File: config.mk
export PLATFORM = sky130hd
export DESIGN_NAME = conv_engine
export DESIGN_NICKNAME = d
export VERILOG_FILES = /design/src/rtl/conv_pkg.sv /design/src/rtl/conv_mac.sv /design/src/rtl/conv_engine.sv
export SDC_FILE = /design/constraint.sdc
export NUM_CORES = 1
export LEC_CHECK = 0
export BUFFER_PORTS_ARGS = -buffer_cell sky130_fd_sc_hd__buf_2
export CAP_MARGIN = 20
export CORE_UTILIZATION = 42
export CTS_BUF_LIST = sky130_fd_sc_hd__clkbuf_16
export DETAILED_ROUTE_END_ITERATION = 8
export GPL_ROUTABILITY_DRIVEN = 0
export PLACE_DENSITY_LB_ADDON = 0.08
export REMOVE_ABC_BUFFERS = 1
export SETUP_SLACK_MARGIN = 0.2
export SYNTH_ARGS = -nofsm -noshare
export SYNTH_HDL_FRONTEND = slang
export SYNTH_SLANG_ARGS = --single-unit
File: constraint.sdc
create_clock -name clk -period 2.01 [get_ports clk]
set_input_delay 0.201 -clock clk [delete_from_list [all_inputs] [get_ports clk]]
set_output_delay 0.201 -clock clk [all_outputs]
set_load 0.01 [all_outputs]
File: src/rtl/conv_pkg.sv
// conv_pkg: shared state encoding and default geometry for conv_engine.
package conv_pkg;

    localparam int unsigned LEN_DEF  = 16;
    localparam int unsigned K_DEF    = 4;
    localparam int unsigned DW_DEF   = 8;
    localparam int unsigned AW_DEF   = 8;
    localparam int unsigned ACCW_DEF = 20;

    typedef enum logic [1:0] {
        S_IDLE  = 2'd0,
        S_MAC   = 2'd1,
        S_WRITE = 2'd2,
        S_DONE  = 2'd3
    } conv_state_t;

endpackage

File: src/rtl/conv_mac.sv
// conv_mac: signed DW x DW multiply, sign-extended into an ACCW accumulator.
// Clear has priority over enable; both are synchronous.
module conv_mac
    import conv_pkg::*;
#(
    parameter int unsigned DW   = DW_DEF,
    parameter int unsigned ACCW = ACCW_DEF
) (
    input  logic            clk,
    input  logic            rst,
    input  logic            clr,
    input  logic            en,
    input  logic [DW-1:0]   a,
    input  logic [DW-1:0]   b,
    output logic [ACCW-1:0] acc
);

    localparam int unsigned PW = 2 * DW;

    logic signed [PW-1:0] prod_c;
    logic [ACCW-1:0]      acc_d;
    logic [ACCW-1:0]      acc_q;

    // Full-width signed product, then clear / accumulate selection
    always_comb begin
        prod_c = PW'($signed(a)) * PW'($signed(b));
        acc_d  = acc_q;
        if (clr) begin
            acc_d = '0;
        end else if (en) begin
            acc_d = acc_q + ACCW'(prod_c);
        end
    end

    // Accumulator register
    always_ff @(posedge clk) begin
        if (rst) begin
            acc_q <= '0;
        end else begin
            acc_q <= acc_d;
        end
    end

    assign acc = acc_q;

endmodule

File: src/rtl/conv_engine.sv
// conv_engine: sequential 1-D convolution over internal memories.
// Each output takes K MAC cycles plus one WRITE cycle; done pulses once per run.
// Optional feature macro: CONV_RELU_EN clamps negative results to zero on write.
module conv_engine
    import conv_pkg::*;
#(
    parameter int unsigned LEN       = LEN_DEF,
    parameter int unsigned K         = K_DEF,
    parameter int unsigned DW        = DW_DEF,
    parameter int unsigned AW        = AW_DEF,
    parameter int unsigned ACCW      = ACCW_DEF,
    parameter string       IN_FILE   = "input.hex",
    parameter string       FILT_FILE = "filter.hex"
) (
    input  logic          clk,
    input  logic          rst,
    input  logic          start,
    input  logic [AW-1:0] x,
    input  logic [AW-1:0] y,
    input  logic [AW-1:0] z,
    output logic          done
);

    localparam int unsigned DEPTH = 1 << AW;
    localparam int unsigned OW    = $clog2(LEN + 1);
    localparam int unsigned KW    = $clog2(K + 1);

    logic [DW-1:0]   in_mem   [0:DEPTH-1];
    logic [DW-1:0]   filt_mem [0:DEPTH-1];
    logic [ACCW-1:0] out_mem  [0:DEPTH-1];

    // Output memory starts cleared; input and filter images are loaded by the environment
    initial begin
        for (int unsigned i = 0; i < DEPTH; i++) out_mem[i] = '0;
    end

    conv_state_t     state_q, state_d;
    logic [AW-1:0]   x_q, x_d;
    logic [AW-1:0]   y_q, y_d;
    logic [AW-1:0]   z_q, z_d;
    logic [OW-1:0]   o_q, o_d;
    logic [KW-1:0]   k_q, k_d;
    logic            done_q, done_d;

    logic            mac_clr_c;
    logic            mac_en_c;
    logic [AW-1:0]   rd_x_c;
    logic [AW-1:0]   rd_y_c;
    logic [AW-1:0]   wr_addr_c;
    logic [ACCW-1:0] acc;
    logic [ACCW-1:0] wr_data_c;

    // Wrapping address generation for the current tap and output slot
    always_comb begin
        rd_x_c    = x_q + AW'(o_q) + AW'(k_q);
        rd_y_c    = y_q + AW'(k_q);
        wr_addr_c = z_q + AW'(o_q);
    end

    conv_mac #(
        .DW   (DW),
        .ACCW (ACCW)
    ) u_mac (
        .clk (clk),
        .rst (rst),
        .clr (mac_clr_c),
        .en  (mac_en_c),
        .a   (in_mem[rd_x_c]),
        .b   (filt_mem[rd_y_c]),
        .acc (acc)
    );

    // Write-back value, optionally rectified
    always_comb begin
`ifdef CONV_RELU_EN
        wr_data_c = acc[ACCW-1] ? '0 : acc;
`else
        wr_data_c = acc;
`endif
    end

    // Next-state, counter and control decode
    always_comb begin
        state_d   = state_q;
        x_d       = x_q;
        y_d       = y_q;
        z_d       = z_q;
        o_d       = o_q;
        k_d       = k_q;
        mac_clr_c = 1'b0;
        mac_en_c  = 1'b0;
        case (state_q)
            S_IDLE: begin
                if (start) begin
                    x_d       = x;
                    y_d       = y;
                    z_d       = z;
                    o_d       = '0;
                    k_d       = '0;
                    mac_clr_c = 1'b1;
                    state_d   = S_MAC;
                end
            end
            S_MAC: begin
                mac_en_c = 1'b1;
                k_d      = k_q + KW'(1);
                if (k_q == KW'(K - 1)) state_d = S_WRITE;
            end
            S_WRITE: begin
                mac_clr_c = 1'b1;
                k_d       = '0;
                if (o_q == OW'(LEN - K)) begin
                    state_d = S_DONE;
                end else begin
                    o_d     = o_q + OW'(1);
                    state_d = S_MAC;
                end
            end
            S_DONE: begin
                state_d = S_IDLE;
            end
            default: begin
                state_d = S_IDLE;
            end
        endcase
        done_d = (state_q == S_DONE);
    end

    // State, address latches, counters and registered done
    always_ff @(posedge clk) begin
        if (rst) begin
            state_q <= S_IDLE;
            x_q     <= '0;
            y_q     <= '0;
            z_q     <= '0;
            o_q     <= '0;
            k_q     <= '0;
            done_q  <= 1'b0;
        end else begin
            state_q <= state_d;
            x_q     <= x_d;
            y_q     <= y_d;
            z_q     <= z_d;
            o_q     <= o_d;
            k_q     <= k_d;
            done_q  <= done_d;
        end
    end

    // Result write port; contents survive reset
    always_ff @(posedge clk) begin
        if (!rst && state_q == S_WRITE) begin
            out_mem[wr_addr_c] <= wr_data_c;
        end
    end

    assign done = done_q;

endmodule

Word-level counts from Yosys, hierarchy flattened
Cells that the tools add are included.

Register bits after elaboration: 11. Input port bits: 27. Output and inout port bits: 1. Word-level logic and storage cells: 29.

Add/sub/neg operators: 2. Equality and inequality tests: 8. Mux-type cells: 9. Reductions and logical operators: 6.

Operator list (count): two-way mux 5 bit (2); case mux 5 bit (2 select lines) (1); case mux 3 bit (3 select lines) (1); case mux 2 bit (4 select lines) (1); two-way mux 2 bit (3); inequality test 2 bit (second input constant) (3); adder 5 x 1 -> 5 bit (second input constant) (1); == test 5 x 4 -> 1 bit (second input constant) (1); == test 2 bit (second input constant) (2); AND reduction 2 bit (2); adder 3 x 1 -> 3 bit (second input constant) (1); == test 3 x 2 -> 1 bit (second input constant) (1); two-way mux 3 bit (1); AND reduction 3 bit (1); nonzero test 3 bit (1); == test 2 x 1 -> 1 bit (second input constant) (1); logical NOT 2 bit (1); nonzero test 2 bit (1).

Depth between registers and ports, before layout
Word-level depth: 3. Depth in mapped cells: 6. Mapped depth without buffers: 5.

Worst setup path before layout
No wires, ideal clock.

Kind: register -> register. Start: reg o_q[0]. End: reg o_q[3]. Library setup time: 74 ps. Arrival: 1489 ps. Required time: 1936 ps. Path slack: 447 ps. Stages on the path, launching flop included: 7. Path buffers: 1. Period minus slack after synthesis: 1563 ps. Cell sequence: dfxtp_1 -> inv_1 -> ha_1 -> and4b_1 -> buf_6 -> or4_1 -> a31oi_1.

Cells in the longest elaborated chain, start to end: 3. Elaborated cells on any way between the ends: 6. Classes of those cells: 1 x add/sub; 2 x eq/ne; 2 x mux; 1 x reduce/logical.

RTL lines: from (decl) (line conv_engine.sv:41) `logic [OW-1:0] o_q, o_d;`; from (signal assigned) (line conv_engine.sv:136) `o_q <= '0;`; from (signal assigned) (line conv_engine.sv:144) `o_q <= o_d;`; adder 5 x 1 -> 5 bit or == test 5 x 4 -> 1 bit (tied branches) (line conv_engine.sv:115, conv_engine.sv:112); two-way mux 5 bit or inequality test 2 bit (tied branches); case mux 5 bit (2 select lines) or AND reduction 3 bit (tied branches).

Parallel ways exist; a longest one is shown, timed or not. The select of a mux whose other input is x is not followed. A chain may end at the register's enable or synchronous reset.

Worst setup path in the final report
Same ends and word-level chain as after synthesis.

==> results.md <==
* CTS tree: done
* Maximum vdd drop at between 900 and 1000 uV
* Met3 Routed Length at approximately 53 um
* Initial DRC Count at 12
* CTS root buf: clkbuf_16
* Setup ws final at between 0.3 and 0.4 ns
* Post-CTS Setup Bufs at 0
* Clock power frac at 0.579
* Worst slew pin tran at around 0.41 ns
* Period minus WS final at approximately 1.6 ns
* Synth top area cells: dfxtp_1, ha_1, a21oi_1, nor2b_1, or4_1
* Area leader, netlist: dfxtp_1
* Sw frac at 0.176
* Final nets at 98
* Final setup vio count at 0
* Top cell type's share of synthesized area at 0.395
* DR pass1 iterations at 4
* Drt drc at 0
* IO Port Bufs at 3
* Critical Path AT at ~1.8 ns
* Hold-fix buffers, CTS at 0
* I/O pin total at 28
* Total net switching power at 105 uW
* RSZ-0062 raised after global routing: no
* CP Max Fanout at 8
* Status: complete, no violations
* Leak at between 0.0002 and 0.00025 uW
* CP endpoint kind: register
* Antenna cells at 0
* Cells after Synth at 62
* Slew margin rel. at 0.727
* Worst-Skew Late Latency at 0.23 ns
* Total length of routed wires at just over 900 um
* Fin. Hold Viols at 0
* Die area at between 1000 and 1500 um^2
* WL per Instance at 11.6 um
* Worst hold-check path type: input port to register
* Vias in the first global route at between 300 and 400
* Area growth syn-to-layout at 16.4%
* Syn. warnings at 0
* Met2 wire len at 347 um
* Largest net degree at the start of global routing at 14
* CP Launch Type: register
* Worst Clk Skew at 0.00134 ns
* CTS Buf Count at 3
* Mapped Area at approximately 560 um^2
* Seq pwr share at 0.382
* Final period utilization at 0.809
* Core footprint at between 1000 and 1500 um^2
* Cell Pwr Density at between 900 and 1000 nW/um^2
* Kind of critical path: register to register
* Final slew viol count at 0
* Part of the power in combinational logic at 0.040
* Post-route ant nets at 0
* Total congestion overflow at 0
* Max clock buf depth at 2
* Chip width at between 30 and 40 um
* Routed vias at roughly 420
* Placement Rows at 12
* Library cells used by synthesis at 27
* Hold_ws at 0.297 ns
* Max Cap Viol at 0
* First-pass GRT wire length at about 1700 um
* Internal power at about 500 uW
* Uppermost layer routed: met3
* Critical Path RT at 2.17 ns
* GR Util All Layers at 0.173
* Initial antenna violation count at 0
* Hpwl dp at roughly 660 um
* Fillers at 109
* Setup slack at placement at about 0.4 ns
* TNS Setup at 0 ns
* CTS sink count at 11
* Sequential fraction of the synthesis area at 0.395
* Initial Util at 0.476
* Post-CTS resize count at 0
* FMAX at approximately 0.6 GHz
* Avg Inst Size Synth at 9.00 um^2
* H-tree depth at 1
* Wl on met1 at ~530 um
* Die Height at 38.5 um
* Post-synthesis register bit count at 11
* Drt via density at approximately 5.2
* Clock transition at the registers of the reported paths at roughly 0.04 ns
* Fraction of layout cells with a size suffix above 1 at 0.0909
[cell usage after synthesis]
cell type,count
a21oi_1,6
a22oi_1,2
a31oi_1,1
and2_1,1
and4b_1,1
buf_2,1
buf_6,1
clkbuf_1,1
dfxtp_1,11
ha_1,4
inv_1,3
nand2_1,2
nand2b_1,3
nand3_1,2
nor2_1,2
nor2b_1,4
nor3_1,1
nor3b_1,1
o211ai_1,2
o21ai_0,2
o21ai_1,2
o21bai_1,1
o31ai_1,2
or3b_1,1
or4_1,3
or4b_1,1
xnor2_1,1
[layer usage]
| metal | vias to the layer above | GRT usage |
|---|---|---|
| met1 | 178 | 0.237 |
| met3 | 0 | 0.105 |
| li1 | 233 | - |
| met5 | - | 0 |
| met2 | 8 | 0.220 |
| met4 | 0 | 0.0517 |
[state kept, by name (all words and copies together) (netlist names)]
register,count
k_q,3
o_q,5
done,1
state_q,2
[final cells by class]
class                           instances  area [um^2]  share of cell area
Clock buffer                            3         75.1               0.116
Multi-Input combinational cell         45          307               0.472
Clock inverter                          1         3.75             0.00578
Timing Repair Buffer                    3         15.0              0.0231
Sequential cell                        11          220               0.339
Inverter                                3         11.3              0.0173
Tap cell                               14         17.5              0.0270
[placed cells by master (no fill, tap or decap), types with 3 or more instances in the layout]
master	instances
dfxtp_1	11
a21oi_1	6
inv_1	4
nor2b_1	4
ha_1	4
nand2b_1	3
or4_1	3
clkbuf_16	3
buf_2	3
[worst max-delay path, stage by stage, from the launching register on]
cell and delay [ns]:
dfxtp_1 0.36, inv_1 0.07, ha_1 0.19, and4b_1 0.29, or4_1 0.52, a31oi_1 0.13
[power groups by stage]
stage          clock network (uW)  logic, uW  registers, uW
5_1_grt                       369       26.7            229
2_1_floorplan                   0       14.9            230
3_5_place_dp                    0       23.4            232
4_1_cts                       357       23.6            228
6_report                      346       23.7            228
3_3_place_gp                    0       23.7            232
[stage by stage]
stage / utilization / std cells / cell area, um^2 / power (uW)
floorplan: - / 59 / 538 / 245
global placement: 0.487 / 76 / 571 / 255
finish: 0.554 / 80 / 649 / 598
CTS: 0.554 / 80 / 649 / 608
global route: 0.554 / 80 / 649 / 625
detailed placement: 0.487 / 76 / 571 / 255
[cell families after synthesis]
kind of cell,after synthesis,synth area share
xor+xnor,1,0.0157
fa+ha+maj,4,0.0897
flops,11,0.395
simple gates,22,0.249
compound gates,18,0.195
buf+inv,6,0.0560
[worst paths after layout]
kind / from / endpoint / slack (ns) / cells past startpoint
min: rst / done / 0.30 / 2
max: o_q[0] / o_q[3] / 0.38 / 5
max reg2reg: o_q[0] / o_q[3] / 0.38 / 5
min reg2reg: k_q[2] / k_q[2] / 0.48 / 2
Note: power is estimated with default switching activity, not from simulation.
